`src/rtl/wb_arb_pkg.sv`:
```
// ---------------------------------------------------------------------------
// wb_arb_pkg
// Shared definitions for the Wishbone master arbiter:
//   - arb_state_e   : arbiter FSM encoding (ARB_IDLE, ARB_BUSY)
//   - DEAD_DATA     : read data returned to a master whose transfer timed out
//   - MAX_MASTERS   : largest supported number of requesting masters
//   - IDX_W         : width of a master index (clog2 of MAX_MASTERS)
//   - onehot_to_idx : converts a one-hot grant into a master index
// Optional feature macro used by the arbiter: WB_ARB_TIMEOUT_EN.
// ---------------------------------------------------------------------------
package wb_arb_pkg;

  typedef enum logic [0:0] {
    ARB_IDLE = 1'b0,
    ARB_BUSY = 1'b1
  } arb_state_e;

  localparam logic [31:0] DEAD_DATA   = 32'hDEADBEEF;
  localparam int          MAX_MASTERS = 8;
  localparam int          IDX_W       = $clog2(MAX_MASTERS);

  // Index of the set bit of a one-hot vector; returns 0 for an all-zero input.
  function automatic logic [IDX_W-1:0] onehot_to_idx(input logic [MAX_MASTERS-1:0] oh);
    logic [IDX_W-1:0] idx;
    idx = '0;
    for (int i = 0; i < MAX_MASTERS; i++) begin
      if (oh[i]) begin
        idx = IDX_W'(i);
      end
    end
    return idx;
  endfunction

endpackage

```
`src/rtl/rr_picker.sv`:
```
// ---------------------------------------------------------------------------
// rr_picker
// Combinational round-robin priority encoder. Picks the first requesting
// index scanning upward from (last+1) with wrap-around to index 0.
// Ports:
//   req   in  N      request vector
//   last  in  IDX_W  index of the previous winner
//   gnt   out N      one-hot winner (0 when no request)
//   valid out 1      at least one request present
// ---------------------------------------------------------------------------
module rr_picker
  import wb_arb_pkg::*;
#(
  parameter int N = 2
) (
  input  logic [N-1:0]     req,
  input  logic [IDX_W-1:0] last,
  output logic [N-1:0]     gnt,
  output logic             valid
);

  logic [N-1:0] upper_mask;
  logic [N-1:0] upper_req;
  logic [N-1:0] pick_src;

  // upper_mask selects the indices strictly above the previous winner; those
  // have priority over the wrapped-around lower indices.
  for (genvar gi = 0; gi < N; gi++) begin : g_mask
    assign upper_mask[gi] = (IDX_W'(gi) > last);
  end

  assign upper_req = req & upper_mask;
  assign pick_src  = (|upper_req) ? upper_req : req;

  // x & -x isolates the lowest set bit, i.e. the first requester in scan order.
  assign gnt   = pick_src & (~pick_src + N'(1));
  assign valid = |req;

endmodule

```
`src/rtl/wb_master_arbiter.sv`:
```
// ---------------------------------------------------------------------------
// wb_master_arbiter
// Shares the single Wishbone master port of the intercon between N_MASTERS
// bus masters. Round-robin grant, held for exactly one transfer (STB..ACK),
// with one dead cycle between transfers.
// Optional feature macro: WB_ARB_TIMEOUT_EN (watchdog that terminates a
// transfer after TIMEOUT_CYCLES BUSY cycles without ACK and sets err).
// Ports:
//   clk, rst        clock, synchronous active-high reset
//   m_STB/m_WE      per-master strobe / write enable
//   m_ADDR/m_DAT_I  packed per-master address / write data (master i at i*W)
//   m_DAT_O         read data broadcast to all masters
//   m_ACK           per-master acknowledge
//   s_STB/s_WE/s_ADDR/s_DAT_O  towards intercon master_* inputs
//   s_DAT_I/s_ACK   from intercon master_DAT_O / master_ACK
//   grant           one-hot current owner, 0 when idle
//   busy            transfer in progress
//   err             sticky timeout flag (always 0 without the watchdog)
// ---------------------------------------------------------------------------
module wb_master_arbiter
  import wb_arb_pkg::*;
#(
  parameter int N_MASTERS      = 2,
  parameter int AW             = 32,
  parameter int DW             = 32,
  parameter int TIMEOUT_CYCLES = 1024
) (
  input  logic                    clk,
  input  logic                    rst,
  input  logic [N_MASTERS-1:0]    m_STB,
  input  logic [N_MASTERS-1:0]    m_WE,
  input  logic [N_MASTERS*AW-1:0] m_ADDR,
  input  logic [N_MASTERS*DW-1:0] m_DAT_I,
  output logic [DW-1:0]           m_DAT_O,
  output logic [N_MASTERS-1:0]    m_ACK,
  output logic                    s_STB,
  output logic                    s_WE,
  output logic [AW-1:0]           s_ADDR,
  output logic [DW-1:0]           s_DAT_O,
  input  logic [DW-1:0]           s_DAT_I,
  input  logic                    s_ACK,
  output logic [N_MASTERS-1:0]    grant,
  output logic                    busy,
  output logic                    err
);

  arb_state_e             state_q, state_d;
  logic [N_MASTERS-1:0]   grant_q, grant_d;
  logic [N_MASTERS-1:0]   blocked_q, blocked_d;
  logic [IDX_W-1:0]       last_q, last_d;

  logic [N_MASTERS-1:0]   eligible;
  logic [N_MASTERS-1:0]   pick_gnt;
  logic                   pick_valid;
  logic                   in_busy;
  logic                   owner_stb;
  logic                   timeout_hit;

  assign in_busy   = (state_q == ARB_BUSY);
  assign owner_stb = |(grant_q & m_STB);
  assign eligible  = m_STB & ~blocked_q;

  rr_picker #(
    .N (N_MASTERS)
  ) u_picker (
    .req   (eligible),
    .last  (last_q),
    .gnt   (pick_gnt),
    .valid (pick_valid)
  );

`ifdef WB_ARB_TIMEOUT_EN
  localparam int CNT_W = $clog2(TIMEOUT_CYCLES + 1);

  logic [CNT_W-1:0] cnt_q, cnt_d;
  logic             err_q, err_d;

  // Only a live transfer (owner still strobing, no ACK this cycle) can time out.
  assign timeout_hit = in_busy && owner_stb && !s_ACK &&
                       (cnt_q == CNT_W'(TIMEOUT_CYCLES - 1));

  // Counter is held at 0 outside BUSY, so it starts from 0 on every entry.
  always_comb begin
    cnt_d = '0;
    if (in_busy) begin
      cnt_d = cnt_q + CNT_W'(1);
    end
    err_d = err_q | timeout_hit;
  end

  always_ff @(posedge clk) begin
    if (rst) begin
      cnt_q <= '0;
      err_q <= 1'b0;
    end else begin
      cnt_q <= cnt_d;
      err_q <= err_d;
    end
  end

  assign err = err_q;
`else
  logic timeout_unused;

  assign timeout_unused = (TIMEOUT_CYCLES == 0);
  assign timeout_hit    = 1'b0;
  assign err            = 1'b0;
`endif

  // Next-state logic
  always_comb begin
    state_d   = state_q;
    grant_d   = grant_q;
    last_d    = last_q;
    // A master leaves the blocked set as soon as its STB is seen low.
    blocked_d = blocked_q & m_STB;

    case (state_q)
      ARB_IDLE: begin
        if (pick_valid) begin
          grant_d = pick_gnt;
          last_d  = onehot_to_idx(MAX_MASTERS'(pick_gnt));
          state_d = ARB_BUSY;
        end
      end

      ARB_BUSY: begin
        if (s_ACK || timeout_hit) begin
          // Block the owner so a STB lingering past its ACK is not re-served.
          blocked_d = blocked_d | grant_q;
          grant_d   = '0;
          state_d   = ARB_IDLE;
        end else if (!owner_stb) begin
          // Abandoned transfer: release without blocking.
          grant_d = '0;
          state_d = ARB_IDLE;
        end
      end

      default: begin
        grant_d = '0;
        state_d = ARB_IDLE;
      end
    endcase
  end

  always_ff @(posedge clk) begin
    if (rst) begin
      state_q   <= ARB_IDLE;
      grant_q   <= '0;
      blocked_q <= '0;
      last_q    <= '0;
    end else begin
      state_q   <= state_d;
      grant_q   <= grant_d;
      blocked_q <= blocked_d;
      last_q    <= last_d;
    end
  end

  // Outputs. s_STB is gated by the owner's own STB so an abandon drops it in
  // the same cycle, and by the watchdog so the slave sees the transfer end.
  assign busy  = in_busy;
  assign grant = grant_q;
  assign s_STB = in_busy && owner_stb && !timeout_hit;
  assign s_WE  = |(m_WE & grant_q);

  always_comb begin
    m_ACK = '0;
    if (in_busy) begin
      m_ACK = grant_q & {N_MASTERS{s_ACK | timeout_hit}};
    end
  end

  assign m_DAT_O = timeout_hit ? DW'(DEAD_DATA) : s_DAT_I;

  // Address / write-data mux; all zeros when nobody owns the bus.
  always_comb begin
    s_ADDR  = '0;
    s_DAT_O = '0;
    for (int i = 0; i < N_MASTERS; i++) begin
      if (grant_q[i]) begin
        s_ADDR  = m_ADDR[i*AW +: AW];
        s_DAT_O = m_DAT_I[i*DW +: DW];
      end
    end
  end

endmodule

```
`config.mk`:
```
export PLATFORM = sky130hd
export DESIGN_NAME = wb_master_arbiter
export DESIGN_NICKNAME = d
export VERILOG_FILES = /design/src/rtl/wb_arb_pkg.sv /design/src/rtl/rr_picker.sv /design/src/rtl/wb_master_arbiter.sv
export SDC_FILE = /design/constraint.sdc
export NUM_CORES = 1
export LEC_CHECK = 0
export BUFFER_PORTS_ARGS = -buffer_cell sky130_fd_sc_hd__buf_4
export CAP_MARGIN = 20
export CORE_AREA = 2 2 104 106
export DETAILED_ROUTE_END_ITERATION = 6
export DIE_AREA = 0 0 106 108
export PLACE_DENSITY = 0.5
export SLEW_MARGIN = 20
export SYNTH_ARGS = -nofsm -noshare
export SYNTH_HDL_FRONTEND = slang
export SYNTH_SLANG_ARGS = --single-unit
```
`constraint.sdc`:
```
create_clock -name clk -period 0.94 [get_ports clk]
set_input_delay 0 -clock clk [delete_from_list [all_inputs] [get_ports clk]]
set_output_delay 0 -clock clk [all_outputs]
set_load 0.005 [all_outputs]
```
==> Word level (Yosys, flattened, before mapping) <==
Cells that the tools add are included.
{ "totals": {"out_inout_bits": 104, "word_cells": 44, "inputBits": 167, "register_bits": 8} }
{ "classes": {"eq_ne": 2, "n_reduce_logical": 7, "magnitude_cmp": 2, "addsub": 1, "n_bitwise": 11, "muxes": 17} }
{ "op_table": {"columns": ["cell", "n"], "rows": [
  ["32-bit two-way mux", 4],
  ["2-bit bitwise AND", 7],
  ["2-bit two-way mux", 7],
  ["2-bit OR reduction", 4],
  ["1-bit by 3-bit > comparator with 1-bit output (first input constant)", 2],
  ["1-bit two-way mux", 4],
  ["2-bit NOT", 2],
  ["2-bit one-hot mux with 2 select lines", 1],
  ["2-bit AND reduction", 2],
  ["3-bit inequality test (second input constant)", 1],
  ["2-bit by 1-bit adder with 2-bit output (second input constant)", 1],
  ["2-bit inequality test (second input constant)", 1],
  ["2-bit OR", 1],
  ["1-bit one-hot mux with 2 select lines", 1],
  ["1-bit logical AND", 1],
  ["1-bit NOT", 1]
]} }

==> Longest topological paths before layout <==
{ "depth": {"depth_word": 10, "depth_mapped": 5, "mapped_depth_nobuf": 3} }

==> Modules after synthesis <==
From an unflattened synthesis, not the netlist that was laid out.
{ "unflattened": {"hier_cells": 148, "area_unflattened_um2": 1266.2} }
{ "by_module_without_submodules": {"columns": ["module", "area_per_inst_um2", "seq_area_each_um2", "n_inst", "cells_each"], "rows": [
  ["wb_master_arbiter", 1233.7, 120.1, 1, 143],
  ["rr_picker", 32.5, 0.0, 1, 5]
]} }

==> Worst setup path before layout <==
No wires, ideal clock.
{ "synth_path": {"kind": "register to output", "start": "register grant_q[1] (netlist: grant[1])", "end": "output port s_DAT_O[10]", "t_required_ns": 0.940, "n_path_buf": 3, "t_arrival_ns": 0.989, "path_stages_with_launch": 6, "setup_slack_ns": -0.049, "path_cell_list": "dfxtp_1 buf_4 nor2b_4 buf_12 buf_12 a22o_2"} }
{ "synth_via": {"elab_chain_len": 1} }
{ "synth_rtl": {"columns": ["item", "line_no", "text"], "rows": [
  ["from (decl)", "wb_master_arbiter.sv:48", "logic [N_MASTERS-1:0] grant_q, grant_d;"],
  ["from (signal assigned)", "wb_master_arbiter.sv:155", "grant_q <= grant_d;"],
  ["32-bit two-way mux", "wb_master_arbiter.sv:182", "if (grant_q[i]) begin"],
  ["to (decl)", "wb_master_arbiter.sv:39", "output logic [DW-1:0] s_DAT_O,"]
]} }
No other way between the ends.

==> Final worst setup path <==
{ "layout_path": {"start": "register grant_q[0] (netlist: grant[0])", "end": "output port s_ADDR[27]"} }
{ "layout_via": {"elab_chain_len": 2} }
{ "layout_rtl": {"columns": ["item", "line_no", "text"], "rows": [
  ["32-bit two-way mux (2 in a row)", "wb_master_arbiter.sv:182", null],
  ["to (decl)", "wb_master_arbiter.sv:38", "output logic [AW-1:0] s_ADDR,"]
]} }
No other way between the ends.

==> impl_results.html <==
<table>
<tr><th>Metric</th><th>Value</th></tr>
<tr><th colspan="2">Run status</th></tr>
<tr><td>Status</td><td>complete, but fails checks</td></tr>
<tr><td>Failing checks</td><td>negative setup slack</td></tr>
<tr><th colspan="2">Route</th></tr>
<tr><td>Total iterations of the first detailed-routing run</td><td>4</td></tr>
<tr><td>Routed Wire Length</td><td>8134 um</td></tr>
<tr><td>Via Count</td><td>between 1500 and 2000</td></tr>
<tr><td>Number of DRC violations after detailed routing</td><td>0</td></tr>
<tr><td>Per-cell via count in the routed design</td><td>4.217</td></tr>
<tr><td>Iteration-0 DRC count of the detailed router</td><td>between 70 and 80</td></tr>
<tr><td>Final ANT Viol Nets</td><td>0</td></tr>
<tr><td>DR WL/cell</td><td>between 15 and 20 um</td></tr>
<tr><th colspan="2">Floorplanning</th></tr>
<tr><td>Die height</td><td>108 um</td></tr>
<tr><td>Initial cell density of the core</td><td>0.1342</td></tr>
<tr><td>Core Area</td><td>10230 sq um</td></tr>
<tr><td>DIE AREA</td><td>about 11000 sq um</td></tr>
<tr><td>Number of I/O pins</td><td>271</td></tr>
<tr><td>Overall die width</td><td>106 um</td></tr>
<tr><td>Number of standard-cell rows in the floorplan</td><td>37</td></tr>
<tr><th colspan="2">Cells and area</th></tr>
<tr><td>Commonest cells after routing, fill and taps aside</td><td>buf_4 (184), a22o_2 (37), buf_6 (30)</td></tr>
<tr><td>Leading cell type in the layout, fill and taps excluded</td><td>buf_4</td></tr>
<tr><td>Number of nets at the end of the flow</td><td>499</td></tr>
<tr><td>Diode insertion count for antenna repair</td><td>0</td></tr>
<tr><td>Layout filler cell count</td><td>1062</td></tr>
<tr><td>Synthesis-to-layout area growth</td><td>145.3%</td></tr>
<tr><td>Fraction of final layout cells with drive strength greater than 1</td><td>0.9000</td></tr>
<tr><th colspan="2">Clock network</th></tr>
<tr><td>Cell chosen for the clock root</td><td>clkbuf_8</td></tr>
<tr><td>Clock input transition at the sequential cells of the worst setup and hold paths</td><td>0.04 ns</td></tr>
<tr><td>Number of buffers added by the clock tree synthesis step</td><td>3</td></tr>
<tr><td>Depth of the CTS H-tree</td><td>1</td></tr>
<tr><td>CTS Buffer Depth</td><td>2</td></tr>
<tr><td>Sink Count</td><td>6</td></tr>
<tr><td>Clock insertion delay at the later pin of the skew report</td><td>0.23 ns</td></tr>
<tr><td>Clock tree from TritonCTS</td><td>yes</td></tr>
<tr><th colspan="2">Place</th></tr>
<tr><td>Final weighted congestion in routability-driven placement</td><td>roughly 0.71</td></tr>
<tr><td>Post-place setup slack</td><td>-0.1382 ns</td></tr>
<tr><td>Count of input and output buffers</td><td>205</td></tr>
<tr><td>Half-perimeter wire length after placement</td><td>5450 um</td></tr>
<tr><th colspan="2">Pwr</th></tr>
<tr><td>Total power after layout</td><td>2365 uW</td></tr>
<tr><td>Static leakage</td><td>0.001722 uW</td></tr>
<tr><td>Power per cell area</td><td>approximately 700 nW/um^2</td></tr>
<tr><td>Highest ir drop seen on vdd</td><td>0.4865 mV</td></tr>
<tr><th colspan="2">Yosys</th></tr>
<tr><td>Distinct cell type count of the synthesized netlist</td><td>26</td></tr>
<tr><td>Synth top area share</td><td>0.4084</td></tr>
<tr><td>Synthesized Nets</td><td>315</td></tr>
<tr><td>Largest cells by area after synthesis</td><td>a22o_2 (41%), buf_4 (19%), buf_12 (10%)</td></tr>
<tr><td>Average footprint of a synthesized cell</td><td>approximately 9.3 sq um</td></tr>
<tr><td>Netlist area before placement</td><td>about 1400 sq um</td></tr>
<tr><td>Portion of the post-synthesis area used by sequential elements</td><td>0.08751</td></tr>
<tr><td>Yosys reg bits</td><td>6</td></tr>
<tr><td>Largest area contributor in the synthesized netlist</td><td>a22o_2</td></tr>
<tr><td>Number of instances in the synthesized netlist</td><td>around 150</td></tr>
<tr><td>Count of yosys warnings during synthesis</td><td>0</td></tr>
<tr><th colspan="2">Global route</th></tr>
<tr><td>Wire length of the first global-routing pass</td><td>9977 um</td></tr>
<tr><td>Overflow left after global routing</td><td>0</td></tr>
<tr><td>Initial antenna violation count</td><td>0</td></tr>
<tr><td>Via count of the first global-routing pass</td><td>about 1900</td></tr>
<tr><td>Largest net degree at the start of global routing</td><td>34</td></tr>
<tr><td>Overall Global Routing Usage</td><td>0.1105</td></tr>
<tr><th colspan="2">Timing</th></tr>
<tr><td>Count of final setup violators</td><td>74</td></tr>
<tr><td>Count of pins over their slew limit</td><td>0</td></tr>
<tr><td>WHS</td><td>0.000002245 ns</td></tr>
<tr><td>Final Hold Viols</td><td>0</td></tr>
<tr><td>Timing-limited maximum frequency</td><td>~0.75 GHz</td></tr>
<tr><td>Largest clock skew in the final design</td><td>between 0.006 and 0.007 ns</td></tr>
<tr><td>RSZ-0062 raised after global routing</td><td>yes</td></tr>
<tr><td>Period utilisation layout</td><td>1.421</td></tr>
<tr><td>Final worst setup slack</td><td>-0.3956 ns</td></tr>
<tr><td>Min Tclk post-route</td><td>1.336 ns</td></tr>
<tr><th colspan="2">Worst hold path</th></tr>
<tr><td>Worst min-delay path category</td><td>in2out</td></tr>
<tr><td>Worst hold stages</td><td>0</td></tr>
<tr><td>Worst hold start</td><td>s_DAT_I[7]</td></tr>
<tr><td>WHS Endpoint</td><td>m_DAT_O[7]</td></tr>
<tr><th colspan="2">Critical path</th></tr>
<tr><td>Worst R2R Start</td><td>grant[1]$_SDFFE_PP0P_</td></tr>
<tr><td>Setup slack of the most critical reg-to-reg path</td><td>-0.17 ns</td></tr>
<tr><td>Critical setup path kind</td><td>reg2out</td></tr>
<tr><td>Worst Path Required</td><td>0.94 ns</td></tr>
<tr><td>Critical path endpoint category</td><td>output port</td></tr>
<tr><td>Worst-path fanout max</td><td>15</td></tr>
<tr><td>Critical R2R Capture</td><td>grant[1]$_SDFFE_PP0P_</td></tr>
<tr><td>Crit start category</td><td>register</td></tr>
<tr><td>Endpoint arrival time on the critical path</td><td>about 1.3 ns</td></tr>
<tr><td>R2R cell count</td><td>4</td></tr>
<tr><th colspan="2">Job</th></tr>
<tr><td>Count of max-cap constraint violations</td><td>0</td></tr>
</table>
-- registers in the layout, summed over array words and instances, names as in the netlist --
register	flops
blocked_q	2
grant	2
busy	1
last_q	1
-- Yosys cell counts (all sizes together) --
cell and count:
a211oi 1, a21o 1, a21oi 3, a22o 66, a31oi 2, and2 1, and2b 1, and3 2
buf 45, clkbuf 3, conb 1, dfxtp 6, inv 1, nand2 1, nand2b 2, nand3 2
nand4b 2, nor2 3, nor2b 1, nor3b 2, o21ai 2
-- cell families (layout without fill, tap and decap cells) --
| family | after synthesis | in the layout | share of synthesized area |
|---|---|---|---|
| other cells | 1 | 1 | 0.002732 |
| buf+inv | 49 | 231 | 0.3181 |
| flops | 6 | 6 | 0.08751 |
| compound gates | 75 | 75 | 0.5105 |
| simple gates | 17 | 17 | 0.08113 |
-- layout make-up --
| class | count | area [sq um] | area share |
|---|---|---|---|
| sequential | 6 | 128.9 | 0.03828 |
| tap | 136 | 170.2 | 0.05054 |
| inverter | 1 | 3.754 | 0.001115 |
| timing repair buffer | 227 | 2012 | 0.5975 |
| clock buffer | 3 | 41.29 | 0.01226 |
| multi-input combinational | 93 | 1011 | 0.3003 |
-- how the worst max path moves through the flow --
stage,from,end,cells after the start
2_1_floorplan,grant[1]$_SDFFE_PP0P_,s_ADDR[1],5
3_3_place_gp,grant[0]$_SDFFE_PP0P_,s_ADDR[31],4
3_5_place_dp,grant[1]$_SDFFE_PP0P_,s_ADDR[31],4
4_1_cts,grant[0]$_SDFFE_PP0P_,s_ADDR[31],5
5_1_grt,grant[0]$_SDFFE_PP0P_,s_ADDR[8],5
6_report,grant[0]$_SDFFE_PP0P_,s_ADDR[27],5
-- critical path, stage by stage (launching register included) --
cell and delay [ns]:
dfxtp_2 0.31, nor2b_4 0.13, buf_4 0.15, clkbuf_16 0.17, a22o_2 0.20, buf_4 0.13
-- power by group --
group / internal, uW / switching, uW / leakage, uW / total, uW
Sequential: 272 / 23.2 / 0.0000509 / 295
Combinational: 1110 / 557 / 0.00165 / 1670
Clock: 276 / 123 / 0.0000216 / 399
Total: 1660 / 704 / 0.00172 / 2370
-- through the flow --
step	instance area (sq um)	util	cells	TNS, ns
after floorplan	1379	-	148	-0.6306
after global placement	2761	0.2699	449	-4.051
after detailed placement	2761	0.2699	449	-5.147
after CTS	3042	0.2973	461	-24.70
after global routing	3367	0.3291	466	-27.77
final	3367	0.3291	466	-24.82
-- per-layer routing --
metal  up-vias  GRT usage  share of wire
li1        916          -              -
met2       137     0.2078           0.52
met4         0    0.02820         0.0080
met3         9    0.04340           0.11
met1       903     0.1150           0.36
met5         -          0              0
-- timing repair --
action	in CTS	in global routing
gates resized for setup	26	38
endpoints found under the setup margin	73	76
pin swaps	2	5
endpoints found under the hold margin	6	0
hold buffers	1	0
cloned	3	5
buffers inserted	5	0
Power figures use the tool's default switching activity.
